`src/rtl/str_rep_sequencer.sv`:
```
// Streams a packed string register out one byte at a time, repeated a programmed
// number of times, behind a valid/ready handshake.
module str_rep_sequencer #(
  parameter int MAXCH = 20,
  parameter int CW    = 5,
  parameter int RW    = 4
) (
  input  logic                  clk,
  input  logic                  rst_n,
  input  logic                  start,
  input  logic [8*MAXCH-1:0]    str_in,
  input  logic [CW-1:0]         len,
  input  logic [RW-1:0]         rep,
  output logic                  busy,
  output logic                  out_valid,
  input  logic                  out_ready,
  output logic [7:0]            out_char,
  output logic                  out_last,
  output logic                  done,
  output logic [CW+RW-1:0]      count
);

  typedef enum logic [1:0] {S_IDLE, S_EMIT, S_DONE} state_t;

  state_t               state;
  logic [8*MAXCH-1:0]   str_r;
  logic [CW-1:0]        len_r;
  logic [RW-1:0]        rep_left;
  logic [CW-1:0]        idx;

  logic [CW-1:0]        len_clamp;
  logic [CW-1:0]        nxt_idx;
  logic [RW-1:0]        nxt_rep;
  logic                 at_end;
  logic                 xfer;

  // Char k of an l-char string lives at bits [8*(l-k)-1 -: 8].
  function automatic logic [7:0] char_at(input logic [8*MAXCH-1:0] s,
                                         input logic [CW-1:0] l,
                                         input logic [CW-1:0] k);
    logic [8*MAXCH-1:0] sh;
    sh = s >> (8 * (int'(l) - int'(k) - 1));
    return sh[7:0];
  endfunction

  function automatic logic [CW-1:0] clamp_len(input logic [CW-1:0] l);
    return (l > CW'(MAXCH)) ? CW'(MAXCH) : l;
  endfunction

  always_comb begin
    len_clamp = clamp_len(len);
    xfer      = out_valid && out_ready;
    at_end    = (idx == len_r - 1'b1);
    nxt_idx   = idx + 1'b1;
    nxt_rep   = rep_left;
    if (at_end) begin
      nxt_idx = '0;
      nxt_rep = rep_left - 1'b1;
    end
  end

  always_ff @(posedge clk or negedge rst_n) begin
    if (!rst_n) begin
      state     <= S_IDLE;
      str_r     <= '0;
      len_r     <= '0;
      rep_left  <= '0;
      idx       <= '0;
      busy      <= 1'b0;
      out_valid <= 1'b0;
      out_char  <= 8'h00;
      out_last  <= 1'b0;
      done      <= 1'b0;
      count     <= '0;
    end else begin
      case (state)
        S_IDLE: begin
          if (start) begin
            str_r    <= str_in;
            len_r    <= len_clamp;
            rep_left <= rep;
            idx      <= '0;
            count    <= '0;
            busy     <= 1'b1;
            if (len_clamp == '0 || rep == '0) begin
              state <= S_DONE;
              done  <= 1'b1;
            end else begin
              state     <= S_EMIT;
              out_valid <= 1'b1;
              out_char  <= char_at(str_in, len_clamp, '0);
              out_last  <= (rep == RW'(1)) && (len_clamp == CW'(1));
            end
          end
        end
        S_EMIT: begin
          if (xfer) begin
            count <= count + 1'b1;
            if (at_end && rep_left == RW'(1)) begin
              state     <= S_DONE;
              out_valid <= 1'b0;
              out_last  <= 1'b0;
              done      <= 1'b1;
            end else begin
              idx      <= nxt_idx;
              rep_left <= nxt_rep;
              out_char <= char_at(str_r, len_r, nxt_idx);
              out_last <= (nxt_rep == RW'(1)) && (nxt_idx == len_r - 1'b1);
            end
          end
        end
        S_DONE: begin
          done  <= 1'b0;
          busy  <= 1'b0;
          state <= S_IDLE;
        end
        default: state <= S_IDLE;
      endcase
    end
  end

endmodule

```
`config.mk`:
```
export PLATFORM = sky130hd
export DESIGN_NAME = str_rep_sequencer
export DESIGN_NICKNAME = d
export VERILOG_FILES = /design/src/rtl/str_rep_sequencer.sv
export SDC_FILE = /design/constraint.sdc
export NUM_CORES = 1
export LEC_CHECK = 0
export ABC_CLOCK_PERIOD_IN_PS = 6360
export BUFFER_PORTS_ARGS = -buffer_cell sky130_fd_sc_hd__buf_2
export CAP_MARGIN = 20
export CORE_MARGIN = 1
export CORE_UTILIZATION = 40
export DETAILED_ROUTE_END_ITERATION = 12
export SYNTH_ARGS = -nofsm -noshare
export SYNTH_HDL_FRONTEND = slang
export SYNTH_SLANG_ARGS = --single-unit
export TNS_END_PERCENT = 1
```
`constraint.sdc`:
```
create_clock -name clk -period 6.36 [get_ports clk]
set_input_delay 1.272 -clock clk [delete_from_list [all_inputs] [get_ports clk]]
set_output_delay 1.272 -clock clk [all_outputs]
set_load 0.1 [all_outputs]
```
* After elaboration in Yosys (flattened, before gate mapping)
Index checks and enable logic that the tools add are counted.
Cells by class: equal/unequal tests 14, order comparisons 1, reductions and logical operators 20, add/sub/neg operators 7, shift-type cells 2, multiplexer cells 41
Operator list (number):
- 160-bit by 32-bit >> shifter with 8-bit output | 2
- 8-bit two-way mux | 4
- 5-bit two-way mux | 5
- 9-bit two-way mux | 2
- 9-bit one-hot mux with 2 select lines | 1
- 4-bit two-way mux | 4
- 8-bit one-hot mux with 2 select lines | 1
- 5-bit AND reduction | 3
- 1-bit two-way mux | 13
- 4-bit by 1-bit equality test with 1-bit output, second input constant | 3
- 2-bit != test, second input constant | 6
- 5-bit equality test | 2
- 5-bit one-hot mux with 2 select lines | 1
- 9-bit by 1-bit adder with 9-bit output, second input constant | 1
- 2-bit two-way mux | 4
- 4-bit one-hot mux with 2 select lines | 1
- 4-bit AND reduction | 2
- 6-bit by 2-bit subtractor with 7-bit output, second input constant | 1
- 1-bit one-hot mux with 2 select lines | 3
- 3-bit AND reduction | 2
- 5-bit by 1-bit subtractor with 6-bit output, second input constant | 1
- 5-bit by 5-bit subtractor with 6-bit output | 1
- 5-bit by 1-bit adder with 5-bit output, second input constant | 1
- 5-bit by 1-bit equality test with 1-bit output, second input constant | 1
- other kinds (15) | 20
Storage, ports and cells: flip-flop bits (word level) 197, input bits 173, word-level logic and storage cells 96

* Logic depth before layout (Yosys ltp)
Gate-level depths: netlist of the first run.
depth in word-level cells 9, depth in mapped cells 17, gate-level depth less buffers 15

* Least setup slack after synthesis of the first run
No wires, ideal clock.
kind register to register, start point register len_r[1], end point register out_char[4], arrival 4.262 ns, data required time 6.234 ns, stages on the path, launching flop included 16, setup slack 1.972 ns, setup time 0.126 ns, cell sequence dfrtp_1 -> inv_1 -> ha_1 -> nor3b_1 -> and3_1 -> o311a_1 -> buf_2 -> nor2_1 -> ha_1 -> fa_1 -> ha_1 -> buf_1 -> mux4_2 -> a2111oi_0 -> o21ai_0 -> a311o_1
On the way: word-level cells in the longest chain between the ends 9, elaborated cells on any way between the ends 12
Ends and longest elaborated chain:
- from (decl) | RTL line 27 | logic [CW-1:0] len_r;
- from (signal assigned) | RTL line 80 | len_r <= len_clamp;
- 5-bit by 1-bit subtractor with 5-bit output | RTL line 53 | at_end = (idx == len_r - 1'b1);
- 5-bit equality test | RTL line 53
- 5-bit two-way mux | RTL line 56 | if (at_end) begin
- 5-bit by 5-bit subtractor with 6-bit output | RTL line 42 | sh = s >> (8 * (int'(l) - int'(k) - 1));
- 6-bit by 2-bit subtractor with 7-bit output | RTL line 42
- 160-bit by 32-bit >> shifter with 8-bit output | RTL line 42
- 8-bit two-way mux | RTL line 99 | if (at_end && rep_left == RW'(1)) begin
- 8-bit two-way mux | RTL line 97 | if (xfer) begin
- 8-bit one-hot mux with 2 select lines | RTL line 76 | case (state)
- to (signal assigned) | RTL line 91 | out_char <= char_at(str_in, len_clamp, '0);
- to (signal assigned) | RTL line 107 | out_char <= char_at(str_r, len_r, nxt_idx);
- to (decl) | RTL line 17 | output logic [7:0] out_char,
Several ways; a longest one is shown, not always the timed one. The select of a mux whose other input is x is not followed. A chain may end at the register's enable or synchronous reset.

* Worst setup path after layout of the first run
start point register len_r[0], end point register out_char[7]
Same word-level chain as after synthesis.

==> results.sh, run 1 <==
export IMPL_rows=61
export IMPL_wirelength_um=32600
export IMPL_cts_tree="built"
export IMPL_grt_max_degree=117
export IMPL_nFillCells=2594
export IMPL_grt_pass1_wl_um=50100
export IMPL_post_cts_resize_count=0
export IMPL_fin_skew_ns=0.0148
export IMPL_grt_pass1_vias=8515
export IMPL_cts_made_buffers=17
export IMPL_arrival_ns=5.64
export IMPL_place_area_mm2=0.0128
export IMPL_routedWlPerCell_um=22.0
export IMPL_cp_required_ns=6.69
export IMPL_relSlewSlack_pct=35.6
export IMPL_netlist_top_cells_count="dfrtp_1 (197), mux2_2 (164), mux4_2 (70), nand2_1 (54), o21ai_0 (49)"
export IMPL_clk_path_buf_depth=2
export IMPL_yosys_area_top_type="dfrtp_1"
export IMPL_fp_dieArea_mm2=0.0294
export IMPL_yosysWarnings=0
export IMPL_min_delay_start="str_r[134]"
export IMPL_rsz0062_at_grt="no"
export IMPL_seqCellArea_mm2=0.00493
export IMPL_synthFlopType="dfrtp_1"
export IMPL_gp_congestion=0.870
export IMPL_vias_per_cell=5.76
export IMPL_areaGrowthSynthToFinish_pct=17.4
export IMPL_max_freq_mhz=188
export IMPL_ctsHoldBuffers=0
export IMPL_r2r_cells=14
export IMPL_grt_use_total_pct=22.9
export IMPL_fin_crit_sh_pct=83.5
export IMPL_startpoint="len_r[0]"
export IMPL_min_path_type="reg2reg"
export IMPL_status="finished, final reports clean"
export IMPL_ys_seq_area_share_pct=42.9
export IMPL_crit_path_end_kind="flop"
export IMPL_portBuffers=193
export IMPL_cts_num_sinks=197
export IMPL_synthArstFlopShare_pct=100
export IMPL_final_area_mm2=0.0135
export IMPL_syn_nets=1113
export IMPL_crit_type="reg2reg"
export IMPL_max_vdd_ir_drop_uv=463
export IMPL_nNetsFinal=1281
export IMPL_start_util_pct=41.0
export IMPL_period_minus_slack_ns=5.31
export IMPL_start_kind="flop"
export IMPL_drtPass1Iterations=5
export IMPL_p_per_area_mw_per_mm2=633
export IMPL_slew_viol_final=0
export IMPL_rr_startpoint="len_r[0]"
export IMPL_totalPowerFinal_mw=8.55
export IMPL_dp_hpwl_um=24000
export IMPL_setup_viol=0
export IMPL_ioPinCount=194
export IMPL_overflow=0
export IMPL_syn_avg_cell_area_um2=12.5
export IMPL_multi_input_comb_area_mm2=0.00627
export IMPL_synth_edf_count=0
export IMPL_cts_clk_slew_worst_paths_ns=0.08
export IMPL_die_w_um=172
export IMPL_post_cts_buffers=0
export IMPL_core_mm2=0.0280
export IMPL_clock_root_buffer="clkbuf_16"
export IMPL_ant_nets=0
export IMPL_final_setup_tns_ns=0
export IMPL_htreeDepth=4
export IMPL_p_leak_nw=5.70
export IMPL_finalHoldViolCount=0
export IMPL_synth_most_common_cell="dfrtp_1"
export IMPL_min_path_cells=1
export IMPL_synth_area_top_cells="dfrtp_1 (43%), mux2_2 (16%), mux4_2 (14%)"
export IMPL_antenna_found_initial=6
export IMPL_drive_above_1_share_pct=44.4
export IMPL_drc=0
export IMPL_worst_slew_pin_slew_ns=0.959
export IMPL_maxCapViolations=0
export IMPL_path_max_fanout=18
export IMPL_syn_inst=921
export IMPL_ys_types=67
export IMPL_synth_top_area_share_pct=42.9
export IMPL_via_count=8527
export IMPL_synth_area_mm2=0.0115
export IMPL_synth_seq_cells=197
export IMPL_first_iter_violations=659
export IMPL_die_h_um=172
export IMPL_clock_latency_ns=0.46
-- final cells by class --
| cell class | count | share of cell area [%] |
|---|---|---|
| clock buffer | 17 | 3.15 |
| sequential | 197 | 36.5 |
| clock inverter | 15 | 1.61 |
| multi-input combinational | 648 | 46.5 |
| timing repair buffer | 207 | 8.24 |
| inverter | 18 | 0.500 |
| antenna | 1 | 0.0185 |
| tap | 378 | 3.50 |
-- stage by stage --
stage | std cells | util (%) | worst slack, ns | hold WS (ns)
3_3_place_gp | 1443 | 45.7 | 1.21 | 0.484
6_report | 1481 | 48.2 | 1.05 | 0.506
2_1_floorplan | 921 | - | 1.97 | 0.474
5_1_grt | 1480 | 48.2 | 0.742 | 0.520
3_5_place_dp | 1444 | 45.7 | 1.11 | 0.491
4_1_cts | 1476 | 48.0 | 1.09 | 0.510
-- layout by cell type, fill, tap and decap left out, drive strengths merged, types with 3 or more instances in the layout --
cell,Yosys,routed
a22o,8,8
dfrtp,197,197
xnor3,3,3
clkinv,0,3
inv,18,30
nor2b,6,6
o221ai,12,12
a31o,6,6
o21a,4,4
xnor2,8,8
a31oi,4,4
a211oi,10,10
or3,5,5
nor3,26,26
nand3,13,13
or2,3,3
buf,24,203
o32ai,8,8
o211ai,5,5
ha,18,18
nor4,12,12
clkbuf,34,21
mux2i,28,28
a22oi,6,6
nor2,25,25
mux2,164,164
a2111oi,8,8
and3,3,3
nor3b,4,4
nand2,55,55
a21oi,28,28
nand2b,4,4
xor2,13,13
o21ai,54,54
mux4,70,70
nand4,4,4
-- cells by family (layout without fill, tap and decap cells) --
logic type      after synthesis  after routing  synth area share, %
buf+inv                      76            257                 2.79
other cells                   0              1                    0
xor+xnor                     24             24                 2.25
fa+ha+maj                    19             19                 2.13
mux                         262            262                 32.2
simple gates                167            167                 7.07
flops                       197            197                 42.9
compound gates              176            176                 10.7
-- path summary, 6_finish.rpt --
check	endpoint	slack, ns
worst max-delay path	out_char[7]	1.05
worst min-delay path	str_r[134]	0.51
worst max register to register	out_char[7]	1.05
worst min register to register	str_r[134]	0.51
max in group asynchronous	str_r[144]	4.16
min in group asynchronous	idx[2]	0.95
-- critical path, cell delays in order (launching register included) --
cell and delay, ns:
dfrtp_1 0.43, inv_1 0.14, ha_1 0.30, nor3b_1 0.31, and3_1 0.28, o311a_1 0.50
nor2_1 0.14, ha_4 0.19, fa_1 0.44, xor2_2 0.32, and3_1 0.66, xnor3_1 0.62
mux2i_1 0.33, o32ai_1 0.14, a311o_1 0.37
-- state kept, by name, summed over array words and instances (netlist names) --
signal	cells
out_last	1
count	9
out_valid	1
idx	5
out_char	8
state	2
busy	1
done	1
str_r	160
rep_left	4
len_r	5
-- report_power, final --
part	leakage [nW]	switching, mW	internal (mW)
sequential	2.36	0.389	1.85
combinational	3.04	2.79	2.34
clock	0.311	0.619	0.561
total	5.70	3.80	4.75
-- layer usage --
| metal | part of all wire (%) | global-route usage (%) | up-vias | wire length, um |
|---|---|---|---|---|
| li1 | - | - | 3900 | - |
| met1 | 43 | 30.5 | 4336 | 14100 |
| met2 | 50 | 38.0 | 244 | 16400 |
| met3 | 4.4 | 4.35 | 37 | 1440 |
| met4 | 1.7 | 6.06 | 10 | 569 |
| met5 | 0.17 | 0 | - | 55 |
Power figures use the tool's default switching activity.
==> run 2, diff against run 1 <==
- ABC_CLOCK_PERIOD_IN_PS: 6360 -> 5500
- clock period: 6.36 -> 5.5 ns (I/O delays scaled with it)
==> run 2 against run 1 <==
Against the previous run:
- the run now ends with design-rule violations left
- sequential share of layout area rose by 0.081 points
- clock skew grew 0.0035 ns
- count of clock-buffer cells in the layout stayed put
- non-clock buffer count stayed put
- maximum frequency grew 4.2%
- sequential cell count stayed put
- clock power is 10% higher
- final cell count grew 0.20%
- routed wire length increased by 0.55%
- worst hold slack lost 0.0031 ns
- first-iteration DRC count decreased by 1.4%
- critical path type unchanged
- critical endpoint is now out_char[1]
- largest cell class unchanged
- largest power group unchanged
==> results.sh, run 2 (synthesized netlist as in run 1, its figures left out) <==
export IMPL_final_common_cell="dfrtp_1"
export IMPL_dp_hpwl_um=24300
export IMPL_portBuffers=193
export IMPL_start_util_pct=41.0
export IMPL_via_count=8654
export IMPL_slew_viol_final=0
export IMPL_max_freq_mhz=196
export IMPL_htreeDepth=4
export IMPL_slowest_delay_ns=0.67
export IMPL_clk_path_buf_depth=2
export IMPL_cts_made_buffers=17
export IMPL_nNetsFinal=1281
export IMPL_finalNonFillerCells=1484
export IMPL_routedWlPerCell_um=22.1
export IMPL_largest_reg_flops=160
export IMPL_holdPathEnd="str_r[3]"
export IMPL_cts_clk_slew_worst_paths_ns=0.08
export IMPL_crit_type="reg2reg"
export IMPL_final_setup_tns_ns=0
export IMPL_die_h_um=172
export IMPL_fin_crit_sh_pct=92.6
export IMPL_antenna_found_initial=7
export IMPL_grt_pass1_vias=8567
export IMPL_p_leak_nw=5.68
export IMPL_rsz0062_at_grt="no"
export IMPL_die_w_um=172
export IMPL_period_minus_slack_ns=5.09
export IMPL_mostFrequentLayoutCells="dfrtp_1 (197), buf_2 (193), mux2_2 (164)"
export IMPL_cp_required_ns=5.83
export IMPL_crit_path_end_kind="flop"
export IMPL_ioPinCount=194
export IMPL_path_max_fanout=25
export IMPL_min_path_cells=1
export IMPL_cts_num_sinks=197
export IMPL_vias_per_cell=5.83
export IMPL_reg_largest_list="str_r x160, count x9, out_char x8"
export IMPL_rr_startpoint="len_r[0]"
export IMPL_timing_rr_end="out_char[1]"
export IMPL_routed_wl_met2_um=16000
export IMPL_cpMaxStageDelayCell="ha_2"
export IMPL_path_cells="inv_1 -> ha_1 -> nor3b_1 -> and3_1 -> o311a_1 -> nor2_1 -> ha_4 -> fa_1 -> ha_2 -> buf_4 -> mux4_2 -> o21ai_0 -> o32ai_1 -> a31o_1"
export IMPL_drive_above_1_share_pct=44.5
export IMPL_grt_use_total_pct=23.1
export IMPL_wirelength_um=32800
export IMPL_violations="design-rule violations"
export IMPL_fp_dieArea_mm2=0.0294
export IMPL_grt_pass1_wl_um=50700
export IMPL_status="finished, violations left"
export IMPL_max_vdd_ir_drop_uv=438
export IMPL_grt_max_degree=119
export IMPL_r2r_cells=14
export IMPL_wl_met3_um=1860
export IMPL_areaGrowthSynthToFinish_pct=17.2
export IMPL_dp_cells=1447
export IMPL_fin_skew_ns=0.0183
export IMPL_worst_slew_pin_slew_ns=1.15
export IMPL_p_per_area_mw_per_mm2=729
export IMPL_drc=1
export IMPL_first_iter_violations=650
export IMPL_setup_slack_ns=0.406
export IMPL_overflow=0
export IMPL_setup_viol=0
export IMPL_rows=61
export IMPL_largest_register="str_r"
export IMPL_utilization_pct=48.1
export IMPL_start_kind="flop"
export IMPL_pre_cts_slack_ns=0.356
export IMPL_min_path_type="reg2reg"
export IMPL_ant_nets=0
export IMPL_maxUsedRoutingLayer="met5"
export IMPL_reg2reg_slack_ns=0.41
export IMPL_arrival_ns=5.42
export IMPL_min_delay_start="str_r[3]"
export IMPL_drtPass1Iterations=10
export IMPL_cp_top_family="adder cells"
export IMPL_clock_root_buffer="clkbuf_16"
export IMPL_totalPowerFinal_mw=9.82
export IMPL_clock_latency_ns=0.45
export IMPL_cp_num_buf_inv=2
export IMPL_core_mm2=0.0280
export IMPL_nFillCells=2524
export IMPL_met1_length_um=13800
export IMPL_relSlewSlack_pct=22.6
export IMPL_maxCapViolations=0
export IMPL_gp_congestion=0.845
export IMPL_finalHoldViolCount=0
export IMPL_cts_tree="built"
## run 2: changes by cell type in the layout (fill, tap and decap cells not counted), sizes merged
cell	before	now
buf	203	206
clkbuf	21	18
clkinv	3	5
clkinvlp	0	1
diode	1	4
inv	30	27
## run 2: worst register-to-register path, delay by kind of cell (launching register included)
kind | cells | cell delay [ns]
simple gates | 3 | 0.73
mux | 1 | 0.39
flops | 1 | 0.43
buf+inv | 2 | 0.58
fa+ha+maj | 4 | 1.69
compound gates | 4 | 1.17
## run 2: power by group
| part | total, mW | switching, mW | internal (mW) | leakage (nW) |
|---|---|---|---|---|
| sequential | 2.59 | 0.451 | 2.14 | 2.36 |
| clock | 1.30 | 0.677 | 0.627 | 0.296 |
| combinational | 5.92 | 3.24 | 2.68 | 3.03 |
| total | 9.82 | 4.37 | 5.45 | 5.68 |
## run 2: worst max path at each step
stage                     cells after the start  startpoint  slack, ns           to
after floorplan                              15    len_r[1]       1.11  out_char[4]
after global placement                       14    len_r[0]       0.48  out_char[7]
after detailed placement                     14    len_r[0]       0.36  out_char[7]
after CTS                                    14    len_r[0]       0.34  out_char[7]
after global routing                         14    len_r[0]       0.08  out_char[1]
final                                        14    len_r[0]       0.41  out_char[1]
## run 2: stage by stage
stage | cell area, um^2 | hold slack, ns
after floorplan | 11500 | 0.474
after global placement | 12800 | 0.483
after detailed placement | 12800 | 0.487
after CTS | 13500 | 0.505
after global routing | 13500 | 0.522
final | 13500 | 0.503
## run 2: area by class of cell
type / instances / area, um^2 / share of cell area (%)
antenna: 4 / 10.0 / 0.0743
clock buffer: 17 / 425 / 3.16
clock inverter: 15 / 189 / 1.40
inverter: 18 / 67.6 / 0.502
multi-input combinational: 648 / 6270 / 46.6
sequential: 197 / 4930 / 36.6
tap: 378 / 473 / 3.51
timing repair buffer: 207 / 1100 / 8.18
## run 2: layer usage
layer | global-route usage (%) | up-vias
li1 | - | 3922
met5 | 0 | -
met3 | 4.86 | 65
met4 | 9.05 | 6
met1 | 30.3 | 4373
met2 | 37.3 | 288
## run 2: timing repair
| item | 4_1_cts | 5_1_grt |
|---|---|---|
| endpoints found under the hold margin | 0 | 0 |
| resized for setup | 0 | 1 |
| setup buffers | 0 | 0 |
| setup endpoints to repair | 0 | 2 |
| hold buffers | 0 | 0 |
==> run 3, diff against run 2 <==
- CORE_UTILIZATION: 40 -> 34
- CTS_BUF_LIST: not set -> sky130_fd_sc_hd__clkbuf_16
==> run 3 against run 2 <==
Against the previous run:
- global-route usage shrank 3.4 points
- maximum frequency grew 0.52%
- non-clock buffer count grew 4
- the run now ends clean
- via count shrank 2.2%
- count of clock-buffer cells in the layout is the same
- clock skew shrank 0.0032 ns
- largest power group unchanged
- register-to-register slack gained 0.03 ns
- critical endpoint is now out_char[7]
- total power shrank 0.22%
==> results.sh, run 3 (synthesized netlist as in run 1, its figures left out) <==
export IMPL_path_cells="inv_1 -> ha_1 -> nor3b_1 -> and3_1 -> o311a_1 -> nor2_1 -> ha_2 -> fa_1 -> xor2_2 -> and3_1 -> xnor3_1 -> mux2i_1 -> o32ai_1 -> a311o_1"
export IMPL_place_area_mm2=0.0130
export IMPL_largest_reg_flops=160
export IMPL_reg_largest_list="str_r x160, count x9, out_char x8"
export IMPL_arrival_ns=5.40
export IMPL_seqPwrFrac_pct=26.1
export IMPL_final_setup_tns_ns=0
export IMPL_r2r_cells=14
export IMPL_grt_pass1_wl_um=50600
export IMPL_nNetsFinal=1285
export IMPL_ioPinCount=194
export IMPL_clk_path_buf_depth=2
export IMPL_core_mm2=0.0329
export IMPL_timing_rr_end="out_char[7]"
export IMPL_final_area_mm2=0.0135
export IMPL_ctsHoldBuffers=0
export IMPL_worst_slew_pin_slew_ns=1.01
export IMPL_areaGrowthSynthToFinish_pct=17.6
export IMPL_period_minus_slack_ns=5.07
export IMPL_reg2reg_slack_ns=0.43
export IMPL_pre_cts_slack_ns=0.526
export IMPL_grt_use_total_pct=19.7
export IMPL_status="finished, final reports clean"
export IMPL_via_count=8464
export IMPL_drive_above_1_share_pct=44.3
export IMPL_p_comb_share_pct=61.6
export IMPL_cts_tree="built"
export IMPL_drc=0
export IMPL_swShare_pct=44.2
export IMPL_setup_slack_ns=0.433
export IMPL_p_per_area_mw_per_mm2=724
export IMPL_cts_clk_slew_worst_paths_ns=0.08
export IMPL_cts_made_buffers=17
export IMPL_min_path_cells=1
export IMPL_portBuffers=193
export IMPL_clockPowerShare_pct=12.3
export IMPL_gp_congestion=0.882
export IMPL_min_delay_start="str_r[134]"
export IMPL_crit_type="reg2reg"
export IMPL_holdPathEnd="str_r[134]"
export IMPL_path_max_fanout=18
export IMPL_min_path_type="reg2reg"
export IMPL_overflow=0
export IMPL_rsz0062_at_grt="no"
export IMPL_cpMaxStageDelayCell="and3_1"
export IMPL_clock_latency_ns=0.45
export IMPL_p_switching_mw=4.33
export IMPL_fp_dieArea_mm2=0.0346
export IMPL_grt_max_degree=108
export IMPL_dp_hpwl_um=24500
export IMPL_p_leak_nw=5.67
export IMPL_drtPass1Iterations=5
export IMPL_max_vdd_ir_drop_uv=552
export IMPL_antenna_found_initial=10
export IMPL_die_h_um=186
export IMPL_rr_startpoint="len_r[1]"
export IMPL_clock_root_buffer="clkbuf_16"
export IMPL_routedWlPerCell_um=21.2
export IMPL_finalHoldViolCount=0
export IMPL_setup_viol=0
export IMPL_fin_skew_ns=0.0152
export IMPL_max_freq_mhz=197
export IMPL_wirelength_um=32900
export IMPL_post_cts_resize_count=0
export IMPL_relSlewSlack_pct=32.7
export IMPL_start_kind="flop"
export IMPL_intPower_mw=5.47
export IMPL_rows=66
export IMPL_maxCapViolations=0
export IMPL_fin_crit_sh_pct=92.1
export IMPL_cp_num_buf_inv=1
export IMPL_largest_register="str_r"
export IMPL_ant_nets=0
export IMPL_post_cts_buffers=0
export IMPL_hold_ws_ns=0.503
export IMPL_cts_num_sinks=197
export IMPL_mostFrequentLayoutCells="dfrtp_1 (197), buf_2 (192), mux2_2 (164)"
export IMPL_crit_path_frequent_cell="and3_1"
export IMPL_cp_top_family="simple AND/OR/NAND/NOR gates"
export IMPL_crit_path_end_kind="flop"
export IMPL_final_common_cell="dfrtp_1"
export IMPL_htreeDepth=4
export IMPL_cp_required_ns=5.83
export IMPL_slowest_delay_ns=0.59
export IMPL_slew_viol_final=0
export IMPL_grt_pass1_vias=8608
export IMPL_first_iter_violations=642
export IMPL_die_w_um=186
export IMPL_start_util_pct=35.0
export IMPL_vias_per_cell=5.46
[run 3: worst reg2reg max path, cell delays in order, from the launching register on]
cell and delay (ns):
dfrtp_1 0.42, inv_1 0.12, ha_1 0.30, nor3b_1 0.35
and3_1 0.28, o311a_1 0.51, nor2_1 0.10, ha_2 0.21
fa_1 0.45, xor2_2 0.31, and3_1 0.59, xnor3_1 0.59
mux2i_1 0.26, o32ai_1 0.11, a311o_1 0.36
[run 3: how the worst max path moves through the flow]
stage / start / endpoint / slack, ns / cells after the start
final: len_r[1] / out_char[7] / 0.43 / 14
after CTS: len_r[1] / out_char[7] / 0.50 / 14
after floorplan: len_r[1] / out_char[4] / 1.11 / 15
after detailed placement: len_r[1] / out_char[4] / 0.53 / 14
after global routing: len_r[1] / out_char[7] / 0.13 / 14
after global placement: len_r[1] / out_char[7] / 0.69 / 14
[run 3: area by class of cell]
class                           count  area, um^2
Tap cell                          442         553
Multi-Input combinational cell    648        6260
Clock buffer                       17         425
Fill cell                        3176       19300
Clock inverter                     14         125
Timing Repair Buffer              211        1150
Antenna cell                        4        10.0
Inverter                           18        67.6
Sequential cell                   197        4930
[run 3: through the flow]
stage	std cells	power [mW]	util (%)
after floorplan	921	6.92	-
after global placement	1515	8.53	39.4
after detailed placement	1515	8.61	39.4
after CTS	1546	9.83	41.1
after global routing	1548	10.4	41.1
final	1551	9.80	41.1
[run 3: metal layers]
layer | vias to the layer above | wire [um] | global-route usage (%) | share of wire (%)
met5 | - | 74 | 0 | 0.22
met4 | 12 | 469 | 4.69 | 1.4
met3 | 32 | 1790 | 4.77 | 5.4
met2 | 216 | 16100 | 32.7 | 49
met1 | 4296 | 14500 | 25.8 | 44
li1 | 3908 | - | - | -
[run 3: power groups by stage]
stage	logic (mW)	clock network (mW)	registers (mW)
6_report	6.04	1.20	2.56
3_5_place_dp	6.03	0	2.58
4_1_cts	6.05	1.23	2.55
5_1_grt	6.49	1.29	2.65
3_3_place_gp	5.97	0	2.56
2_1_floorplan	4.26	0	2.66
